$ cat src/rtl/conv33_input_window.sv
// rtl/conv33_input_window.sv - 3x3 sliding window former over a raster pixel stream
module conv33_input_window #(
    parameter int DATA_WIDTH = 8,
    parameter int IMG_W      = 28,
    parameter int IMG_H      = 28
) (
    input  logic                      clk,
    input  logic                      rst,
    input  logic                      in_valid,
    input  logic [DATA_WIDTH-1:0]     in_data,
    output logic                      out_valid,
    output logic [9*DATA_WIDTH-1:0]   out_window,
    output logic                      frame_done
);

    localparam int CW = (IMG_W > 1) ? $clog2(IMG_W) : 1;
    localparam int RW = (IMG_H > 1) ? $clog2(IMG_H) : 1;

    typedef enum logic {
        FILL = 1'b0,
        RUN  = 1'b1
    } phase_t;

    phase_t phase;
    phase_t phase_next;

    logic [CW-1:0]           col;
    logic [RW-1:0]           row;
    logic [DATA_WIDTH-1:0]   lb0 [IMG_W];
    logic [DATA_WIDTH-1:0]   lb1 [IMG_W];
    logic [DATA_WIDTH-1:0]   lb0_rd;
    logic [DATA_WIDTH-1:0]   lb1_rd;
    logic [9*DATA_WIDTH-1:0] win;
    logic [9*DATA_WIDTH-1:0] win_next;
    logic                    col_last;
    logic                    row_last;
    logic                    emit;
    logic                    frame_end;

    assign col_last = (col == CW'(IMG_W - 1));
    assign row_last = (row == RW'(IMG_H - 1));
    assign lb0_rd   = lb0[col];
    assign lb1_rd   = lb1[col];

    // Phase register: FILL while the first two rows of a frame load the line buffers
    always_ff @(posedge clk) begin
        if (!rst) begin
            phase <= FILL;
        end else begin
            phase <= phase_next;
        end
    end

    // Phase transitions and window-emit decision for the pixel being accepted
    always_comb begin
        phase_next = phase;
        emit       = 1'b0;
        frame_end  = 1'b0;
        if (in_valid) begin
            // columns 0 and 1 would mix taps from two different rows
            emit      = (phase == RUN) && (col >= CW'(2));
            frame_end = emit && row_last && col_last;
            if (row_last && col_last) begin
                phase_next = FILL;
            end else if (col_last && (row == RW'(1))) begin
                phase_next = RUN;
            end
        end
    end

    // Next window: every row shifts left, the new column enters at tap column 2
    always_comb begin
        win_next = win;
        for (int i = 0; i < 3; i++) begin
            for (int j = 0; j < 2; j++) begin
                win_next[(3*i+j)*DATA_WIDTH +: DATA_WIDTH] = win[(3*i+j+1)*DATA_WIDTH +: DATA_WIDTH];
            end
        end
        win_next[2*DATA_WIDTH +: DATA_WIDTH] = lb0_rd;
        win_next[5*DATA_WIDTH +: DATA_WIDTH] = lb1_rd;
        win_next[8*DATA_WIDTH +: DATA_WIDTH] = in_data;
    end

    // Line buffers carry no reset; rows 0 and 1 of each frame never emit, so stale data is harmless
    always_ff @(posedge clk) begin
        if (rst && in_valid) begin
            lb0[col] <= lb1_rd;
            lb1[col] <= in_data;
        end
    end

    // Raster position counters, window array and registered outputs
    always_ff @(posedge clk) begin
        if (!rst) begin
            col        <= '0;
            row        <= '0;
            win        <= '0;
            out_valid  <= 1'b0;
            frame_done <= 1'b0;
            out_window <= '0;
        end else begin
            out_valid  <= emit;
            frame_done <= frame_end;
            if (in_valid) begin
                win <= win_next;
                if (emit) begin
                    out_window <= win_next;
                end
                if (col_last) begin
                    col <= '0;
                    row <= row_last ? '0 : row + RW'(1);
                end else begin
                    col <= col + CW'(1);
                end
            end
        end
    end

endmodule

$ cat config.mk
export PLATFORM = sky130hd
export DESIGN_NAME = conv33_input_window
export DESIGN_NICKNAME = d
export VERILOG_FILES = /design/src/rtl/conv33_input_window.sv
export SDC_FILE = /design/constraint.sdc
export NUM_CORES = 1
export LEC_CHECK = 0
export ABC_AREA = 0
export CAP_MARGIN = 20
export CORE_MARGIN = 2
export CORE_UTILIZATION = 35
export DETAILED_ROUTE_END_ITERATION = 16
export HOLD_SLACK_MARGIN = 0.05
export REMOVE_ABC_BUFFERS = 1
export SLEW_MARGIN = 20
export SYNTH_ARGS = -nofsm -noshare
export SYNTH_HDL_FRONTEND = slang
export SYNTH_SLANG_ARGS = --single-unit
$ cat constraint.sdc
create_clock -name clk -period 3.25 [get_ports clk]
set_input_delay 0.4875 -clock clk [delete_from_list [all_inputs] [get_ports clk]]
set_output_delay 0.4875 -clock clk [all_outputs]
set_load 0.05 [all_outputs]
## Word level (Yosys, flattened, before mapping)

Memories as Yosys holds them, arrays and structs flattened. A register that Yosys moved wholly into a read port is not among the register bits.
Cells that the tools add are included.

- Bits in read-only memories: 0
- Memories: 2
- Bits of input ports: 11
- Latch bits: 0
- Bits in registers: 157
- RAM bits: 448
- Output and inout bits: 74

Memory list:

| memory | words | width | rd ports | clocked after Yosys merged registers in | wr ports | RTL line | text |
|---|---|---|---|---|---|---|---|
| lb0 | 28 | 8 | 1 | 1 | 1 | 29 | `logic [DATA_WIDTH-1:0] lb0 [IMG_W];` |
| lb1 | 28 | 8 | 1 | 1 | 1 | 30 | `logic [DATA_WIDTH-1:0] lb1 [IMG_W];` |

- Multiplexer cells: 11
- Equal/unequal tests: 3
- Add/sub/neg operators: 2
- Shifts and indexed selects: 0
- Reduce and logical (&&, ||, !) cells: 11
- Divide/modulo/power cells: 0
- Bitwise operators: 0
- $mul: 0
- Magnitude comparators: 1

Operator list:

| operator | count |
|---|---|
| $mux W5 | 6 |
| $add A5 B1 Y5 const B | 2 |
| $eq A5 B5 Y1 const B | 2 |
| $reduce_and A2 Y1 | 4 |
| $logic_and A1 B1 Y1 | 6 |
| $eq A5 B1 Y1 const B | 1 |
| $ge A5 B2 Y1 const B | 1 |
| $mux W1 | 5 |
| $reduce_bool A2 Y1 | 1 |

## Longest topological paths before layout

Gate-level depths: netlist (run 1).

- Word-level depth: 4
- Gate-level depth with buffers: 9
- Depth with buffers taken out: 6

## Worst setup path before layout (run 1)

No wires, ideal clock.

- Path kind: reg-to-reg
- Start: reg with a tool-made name
- End: mem lb0[0][4] (data pin)
- Clock period less this slack: 2389 ps
- Stages on the path, launching flop included: 8
- Arrival time: 2034 ps
- Slack: 861 ps
- Setup time: 354 ps
- Path through: dfxtp_1 > buf_2 > and2_1 > buf_2 > buf_2 > a22oi_1 > a21oi_1 > a311oi_2

RTL lines:

| item | RTL line |
|---|---|
| to (decl) | 29 |

==> results of run 1 <==
metal layers:
metal  GRT usage  up-vias
met5           0        -
met4      0.0474        0
met3      0.0205       82
met2       0.278      394
met1       0.224     6580
li1            -     5997
state kept, by name, indices dropped and copies added, names as in the netlist, named ones only:
| name | count |
|---|---|
| out_valid | 1 |
| lb0 | 224 |
| col | 5 |
| frame_done | 1 |
| lb1 | 224 |
| phase | 1 |
| row | 5 |
| win | 48 |
| out_window | 72 |
layout make-up:
| class | instances | area (um^2) | share of cell area |
|---|---|---|---|
| repair buffers | 175 | 1630 | 0.0609 |
| clock buffers | 82 | 1610 | 0.0602 |
| inverters | 7 | 26.3 | 0.000981 |
| multi-input cells | 826 | 6030 | 0.225 |
| clock inverters | 26 | 183 | 0.00682 |
| flip-flops and latches | 586 | 16200 | 0.606 |
| well taps | 855 | 1070 | 0.0400 |
power groups by stage:
stage	registers, mW	logic (mW)	clock network [mW]
final	8.26	1.00	6.33
after global routing	8.27	1.08	6.76
after CTS	8.26	1.00	6.46
after detailed placement	8.42	1.00	0
after global placement	8.42	0.982	0
after floorplan	8.50	0.588	0
worst max-delay path, stage by stage, from the launching register on:
cell	delay, ns
sky130_fd_sc_hd__dfxtp_4	0.43
sky130_fd_sc_hd__buf_12	0.32
sky130_fd_sc_hd__buf_4	0.37
sky130_fd_sc_hd__mux2i_1	0.12
sky130_fd_sc_hd__a22oi_1	0.21
sky130_fd_sc_hd__a21oi_1	0.09
sky130_fd_sc_hd__o211a_1	0.25
sky130_fd_sc_hd__inv_1	0.56
layout by cell type, fill, tap and decap left out, drive strengths merged, types with 37 or more instances in the layout:
| cell | Yosys | final |
|---|---|---|
| edfxtp | 448 | 448 |
| mux2i | 248 | 248 |
| nand2 | 157 | 157 |
| dfxtp | 138 | 138 |
| buf | 57 | 93 |
| clkdlybuf4s50 | 0 | 82 |
| clkbuf | 40 | 82 |
| a22oi | 74 | 74 |
| a21oi | 62 | 62 |
| a21boi | 57 | 57 |
| nor2b | 55 | 55 |
| nor2 | 37 | 37 |
final timing paths:
path | startpoint | endpoint | slack (ns) | cells after the start
max | register | lb0[17][0] | 0.56 | 7
min | rst | win[21] | 0.24 | 3
max reg2reg | register | lb0[17][0] | 0.56 | 7
min reg2reg | win[32] | out_window[24] | 0.45 | 2
metrics by stage:
step | instances | cell area (um^2) | TNS, ns
final | 2557 | 26800 | 0
after CTS | 2557 | 26800 | 0
after floorplan | 1419 | 22200 | -1202.05
after detailed placement | 2449 | 25000 | 0
after global placement | 2449 | 25000 | 0
after global routing | 2557 | 26800 | 0
logic make-up (layout without fill, tap and decap cells):
| kind of cell | Yosys count | count (layout) | share of synthesized area |
|---|---|---|---|
| AOI/OAI and AO/OA | 261 | 261 | 0.0839 |
| xor gates and xnor gates | 2 | 2 | 0.000771 |
| adders and majority gates | 6 | 6 | 0.00330 |
| buffers and inverters | 104 | 290 | 0.0237 |
| DFF | 586 | 586 | 0.714 |
| muxes | 260 | 260 | 0.115 |
| and+or+nand+nor | 297 | 297 | 0.0595 |
==> results_tabular.tex, run 1 <==
\begin{tabular}{lr}
\hline
Metric & Value \\
\hline
\multicolumn{2}{l}{\textbf{CTS}} \\
CTS root buf & sky130\_fd\_sc\_hd\_\_clkbuf\_16 \\
PostCTS Resize Cnt & 0 \\
Setup Fix Bufs, Post-CTS & 0 \\
Maximum root-to-sink buffer count & 3 \\
Clock-pin slew on the worst setup and hold paths & about 0.06 ns \\
CTS hold repair buffers & 0 \\
CTS tree & yes \\
Clock Sinks & $\sim$590 \\
TritonCTS buffer count & 58 \\
Deepest level of the CTS H-tree & 2 \\
Clock latency on the worst-skew pair & just over 0.6 ns \\
\multicolumn{2}{l}{\textbf{Setup path}} \\
Type of element launching the critical path & register \\
Highest fanout seen on the critical path & 46 \\
Crit path kind & reg -> reg \\
Data arrival time of the critical path & a little under 3 ns \\
Type of destination of the critical path & register \\
Critical Path RT & $\sim$3.5 ns \\
\multicolumn{2}{l}{\textbf{Synth}} \\
Mapped Cells & 1,516 \\
Post-Synthesis Cell Area & about 23,000 um\^{}2 \\
Number of flops mapped to enable cells by yosys & approximately 450 \\
Ys Warns & 0 \\
Post-synthesis average cell area & $\sim$15 um\^{}2 \\
Leading post-synthesis cells by cell area & sky130\_fd\_sc\_hd\_\_edfxtp\_1, sky130\_fd\_sc\_hd\_\_dfxtp\_1, sky130\_fd\_sc\_hd\_\_mux2i\_1 \\
Most frequent cell after synthesis & sky130\_fd\_sc\_hd\_\_edfxtp\_1 \\
Commonest cells in the synthesized netlist & sky130\_fd\_sc\_hd\_\_edfxtp\_1, sky130\_fd\_sc\_hd\_\_mux2i\_1, sky130\_fd\_sc\_hd\_\_nand2\_1, sky130\_fd\_sc\_hd\_\_dfxtp\_1, sky130\_fd\_sc\_hd\_\_a22oi\_1 \\
Seq/Total Area, Yosys & 0.714 \\
Share of async-settable or async-resettable flops after synthesis & 0 \\
Post-synthesis cell type with the largest combined area & sky130\_fd\_sc\_hd\_\_edfxtp\_1 \\
Post-synthesis sequential element count & approximately 600 \\
Portion of synthesized cell area occupied by the leading cell type & 0.592 \\
Commonest register cell after synthesis & sky130\_fd\_sc\_hd\_\_edfxtp\_1 \\
Number of distinct library cells after synthesis & 47 \\
\multicolumn{2}{l}{\textbf{STA}} \\
Unrepaired setup endpoints after global routing & false \\
Number of setup violations in the final report & 0 \\
Relative slew slack & 0.349 \\
Tightest Pin Transition & a little under 1 ns \\
Clock Skew & between 0.02 and 0.03 ns \\
Upper clock frequency limit & around 370 MHz \\
Final hold vios & 0 \\
Fraction of the cycle the final worst path needs & 0.828 \\
Worst Hold Margin & 0.238 ns \\
Tmin final & roughly 2.7 ns \\
Max Transition Viols Final & 0 \\
PnR worst setup slack & 0.560 ns \\
\multicolumn{2}{l}{\textbf{Place}} \\
Place WS & roughly 0.49 ns \\
Number of buffers added on ports & 84 \\
Routability congestion estimate from global placement & $\sim$0.84 \\
Detail Placement HPWL & approximately 35 mm \\
\multicolumn{2}{l}{\textbf{Floorplanning}} \\
FP Rows & between 90 and 100 \\
Initial standard-cell utilization of the core & 0.353 \\
Core area & around 64,000 um\^{}2 \\
Die footprint & between 60,000 and 70,000 um\^{}2 \\
Die outline width & 259 um \\
I/O pin count & 85 \\
Chip Height & between 200 and 300 um \\
\multicolumn{2}{l}{\textbf{Drt}} \\
Top routing layer in use & met4 \\
Via density per instance & slightly above 5 \\
Total length of routed met3 wires & 2.91 mm \\
ANT nets after route & 0 \\
First-pass iteration count of the detailed router & 5 \\
Violation count after the first detailed-route iteration & 1,206 \\
Met2 Routed Length & around 27 mm \\
Detail-routed net length per standard cell & about 22 um \\
Total routed wirelength & 55.7 mm \\
Routed metal-1 wirelength & about 24 mm \\
Count of unresolved DRC violations after routing & 0 \\
Total number of vias & 13.1k \\
\multicolumn{2}{l}{\textbf{Power}} \\
Net switching power figure & around 3.4 mW \\
Maximum ir drop on the vdd rail & $\sim$0.00045 V \\
Logic gate share of total power & 0.064 \\
Internal Pwr Total & 12.2 mW \\
Proportion of power drawn by flip-flops and latches & 0.530 \\
Leak & roughly 8.6 nW \\
Switching part of the total power & 0.218 \\
Power density over the cells & $\sim$580 nW/um\^{}2 \\
Clock network power share & 0.406 \\
Total design power & approximately 16 mW \\
\multicolumn{2}{l}{\textbf{Global route}} \\
GRT Resource Usage Total & 0.165 \\
Number of global-route vias before repair & $\sim$13k \\
GR Overflow Total & 0 \\
First-pass GRT wire length & $\sim$83 mm \\
Maximum number of pins on one net before global-route repair & about 120 \\
Initial antenna violation count & 0 \\
\multicolumn{2}{l}{\textbf{Cells and area}} \\
Layout overhead on the synthesized area & 17.8\% \\
Filler Cell Count & approximately 5.8k \\
Inserted Diodes & 0 \\
Share of layout cells above drive strength 1 & 0.123 \\
Layout net count & approximately 1.7k \\
Post-layout util & 0.416 \\
\multicolumn{2}{l}{\textbf{Outcome}} \\
Run status & complete, no violations \\
\multicolumn{2}{l}{\textbf{Hold path}} \\
Hold Path Class & in -> reg \\
\multicolumn{2}{l}{\textbf{Flow run}} \\
Total of max-cap violations & 0 \\
\hline
\end{tabular}
(Power assumes the default switching activity.)
==> run 2: changes to the inputs <==
- clock period: 3.25 -> 2.5 ns (I/O delays scaled with it)
==> run 2 against run 1 <==
Net effect:
- sequential power rose by 30%
- sequential cell count did not move
- cell count rose by 0.63%
- sequential share of layout area fell by 0.75 points
- critical path depth did not move
- clock-buffer cell count rose by 1
- total power rose by 33%
- hold slack got worse by 0.021 ns
- die area did not move
- non-clock buffer count rose by 13
- via count fell by 0.50%
- critical path type unchanged
- largest power group unchanged
==> results_tabular.tex, run 2 (same netlist as run 1, synthesis figures left out) <==
\begin{tabular}{lr}
\hline
Metric & Value \\
\hline
\multicolumn{2}{l}{\textbf{STA}} \\
Max Transition Viols Final & 0 (unchanged) \\
Total negative slack for setup checks & 0 ns (unchanged) \\
Unrepaired setup endpoints after global routing & false \\
Tmin final & 2.28 ns (-0.413 ns) \\
Relative slew slack & 0.496 (+0.147) \\
Tightest Pin Transition & 0.756 ns (-0.220 ns) \\
Fraction of the cycle the final worst path needs & 0.911 (+0.0830) \\
Clock Skew & 0.0147 ns (-0.0138 ns) \\
Final hold vios & 0 (unchanged) \\
Number of setup violations in the final report & 0 (unchanged) \\
Upper clock frequency limit & 439 MHz (+18\%) \\
\multicolumn{2}{l}{\textbf{CTS}} \\
Clock latency on the worst-skew pair & 0.61 ns (about the same) \\
CTS tree & yes \\
PostCTS Resize Cnt & 0 (unchanged) \\
Maximum root-to-sink buffer count & 3 (unchanged) \\
TritonCTS buffer count & 59 (+1.7\%) \\
CTS root buf & sky130\_fd\_sc\_hd\_\_clkbuf\_16 \\
Clock-pin slew on the worst setup and hold paths & 0.06 ns (about the same) \\
Deepest level of the CTS H-tree & 2 (unchanged) \\
Clock Sinks & 586 (unchanged) \\
CTS hold repair buffers & 0 (unchanged) \\
Setup Fix Bufs, Post-CTS & 0 (unchanged) \\
\multicolumn{2}{l}{\textbf{Global route}} \\
Number of global-route vias before repair & 13.0k (-0.47\%) \\
GR Overflow Total & 0 (unchanged) \\
GRT Resource Usage Total & 0.158 (-0.00677) \\
Maximum number of pins on one net before global-route repair & 132 (+15\%) \\
First-pass GRT wire length & 79.8 mm (-4.2\%) \\
Initial antenna violation count & 0 (unchanged) \\
\multicolumn{2}{l}{\textbf{Setup path}} \\
Critical Path RT & 3.00 ns (-0.54 ns) \\
Critical Path End & win[41] \\
Data arrival time of the critical path & 2.77 ns (-0.21 ns) \\
Worst reg-to-reg setup slack & 0.22 ns (-0.34 ns) \\
Type of element launching the critical path & register \\
Worst-case reg-to-reg path depth & 7 (unchanged) \\
Crit path kind & reg -> reg \\
Type of destination of the critical path & register \\
Capture point of the worst reg-to-reg path & win[41] \\
Highest fanout seen on the critical path & 36 (-22\%) \\
\multicolumn{2}{l}{\textbf{Cells and area}} \\
Post-layout instance count excluding filler cells & 2,573 (+0.63\%) \\
Most common cell after layout, fill and taps aside & sky130\_fd\_sc\_hd\_\_edfxtp\_1 \\
Biggest regs & lb0 (224), lb1 (224), out\_window (72) \\
Sequential standard cell area & 16,200 um\^{}2 (unchanged) \\
Multi-input combinational cell area & 6020 um\^{}2 (-0.19\%) \\
Share of layout cells above drive strength 1 & 0.133 (+0.00992) \\
Layout overhead on the synthesized area & 19.3\% \\
Inserted Diodes & 0 (unchanged) \\
Most frequent cells in the layout & sky130\_fd\_sc\_hd\_\_edfxtp\_1, sky130\_fd\_sc\_hd\_\_mux2i\_1, sky130\_fd\_sc\_hd\_\_nand2\_1, sky130\_fd\_sc\_hd\_\_dfxtp\_1, sky130\_fd\_sc\_hd\_\_buf\_4 \\
Layout net count & 1,685 (+0.84\%) \\
Filler Cell Count & 5,777 (+0.035\%) \\
\multicolumn{2}{l}{\textbf{Power}} \\
Leak & 8.78 nW (+1.9\%) \\
Total design power & 20.8 mW (+33\%) \\
Maximum ir drop on the vdd rail & 0.000696 V (+55\%) \\
Power density over the cells & 767 nW/um\^{}2 (+32\%) \\
\multicolumn{2}{l}{\textbf{Drt}} \\
Total number of vias & 13.0k (-0.50\%) \\
Detail-routed net length per standard cell & 20.7 um (-4.8\%) \\
First-pass iteration count of the detailed router & 5 (unchanged) \\
ANT nets after route & 0 (unchanged) \\
Violation count after the first detailed-route iteration & 1,045 (-13\%) \\
Count of unresolved DRC violations after routing & 0 (unchanged) \\
Total routed wirelength & 53.4 mm (-4.2\%) \\
Via density per instance & 5.05 (-1.1\%) \\
\multicolumn{2}{l}{\textbf{Place}} \\
Number of buffers added on ports & 84 (unchanged) \\
Number of cells after detailed placement & 2,462 (+0.53\%) \\
Routability congestion estimate from global placement & 0.801 (-4.9\%) \\
Detail Placement HPWL & 32.8 mm (-6.7\%) \\
\multicolumn{2}{l}{\textbf{Floorplanning}} \\
I/O pin count & 85 (unchanged) \\
Initial standard-cell utilization of the core & 0.353 (unchanged) \\
Die footprint & 67,000 um\^{}2 (unchanged) \\
FP Rows & 93 (unchanged) \\
Die outline width & 259 um (unchanged) \\
Core area & 64,300 um\^{}2 (unchanged) \\
Chip Height & 259 um (unchanged) \\
\multicolumn{2}{l}{\textbf{Hold path}} \\
Hold Path Class & in -> reg \\
\multicolumn{2}{l}{\textbf{Outcome}} \\
Run status & complete, no violations \\
\multicolumn{2}{l}{\textbf{Flow run}} \\
Total of max-cap violations & 0 (unchanged) \\
\hline
\end{tabular}
[run 2: area by class of cell]
type                       instances  share of cell area
clock inverter                    28             0.00895
multi-input combinational        826               0.222
clock buffer                      83              0.0619
timing repair buffer             188              0.0684
tap                              855              0.0395
inverter                           7            0.000969
sequential                       586               0.598
[run 2: stage by stage]
stage / worst slack (ns) / util / hold slack, ns / area, um^2
4_1_cts: 0.204 / 0.421 / 0.176 / 27100
3_3_place_gp: 0.258 / 0.392 / 0.442 / 25200
5_1_grt: 0.129 / 0.421 / 0.213 / 27100
6_report: 0.224 / 0.421 / 0.217 / 27100
2_1_floorplan: -5.69 / - / 0.430 / 22200
3_5_place_dp: 0.205 / 0.392 / 0.445 / 25200
[run 2: worst min path at each step]
stage,cells after the start,slack (ns),start,endpoint
after CTS,3,0.18,in_valid,register
after global routing,3,0.21,in_valid,register
after detailed placement,2,0.45,win[13],out_window[5]
after floorplan,2,0.43,win[8],out_window[0]
final,3,0.22,in_valid,register
after global placement,2,0.44,win[8],out_window[0]
[run 2: power by group]
group	internal, mW	switching, mW	total [mW]
combinational	0.569	0.827	1.40
sequential	10.7	0.0654	10.7
clock	5.07	3.58	8.65
total	16.3	4.47	20.8
[run 2: layer usage]
| layer | vias to the layer above | GRT usage | part of all wire |
|---|---|---|---|
| met5 | - | 0 | 0 |
| met4 | 0 | 0.0543 | 0.028 |
| met3 | 82 | 0.0246 | 0.051 |
| met2 | 295 | 0.261 | 0.48 |
| met1 | 6576 | 0.213 | 0.44 |
| li1 | 6035 | - | - |
[run 2: critical path, stage by stage, from the launching register on]
cell and delay (ns):
sky130_fd_sc_hd__dfxtp_1 0.54, sky130_fd_sc_hd__nor2b_2 0.27, sky130_fd_sc_hd__buf_12 0.27, sky130_fd_sc_hd__a22oi_1 0.15
sky130_fd_sc_hd__a21oi_1 0.35, sky130_fd_sc_hd__a311oi_4 0.07, sky130_fd_sc_hd__buf_4 0.25, sky130_fd_sc_hd__a22o_1 0.23
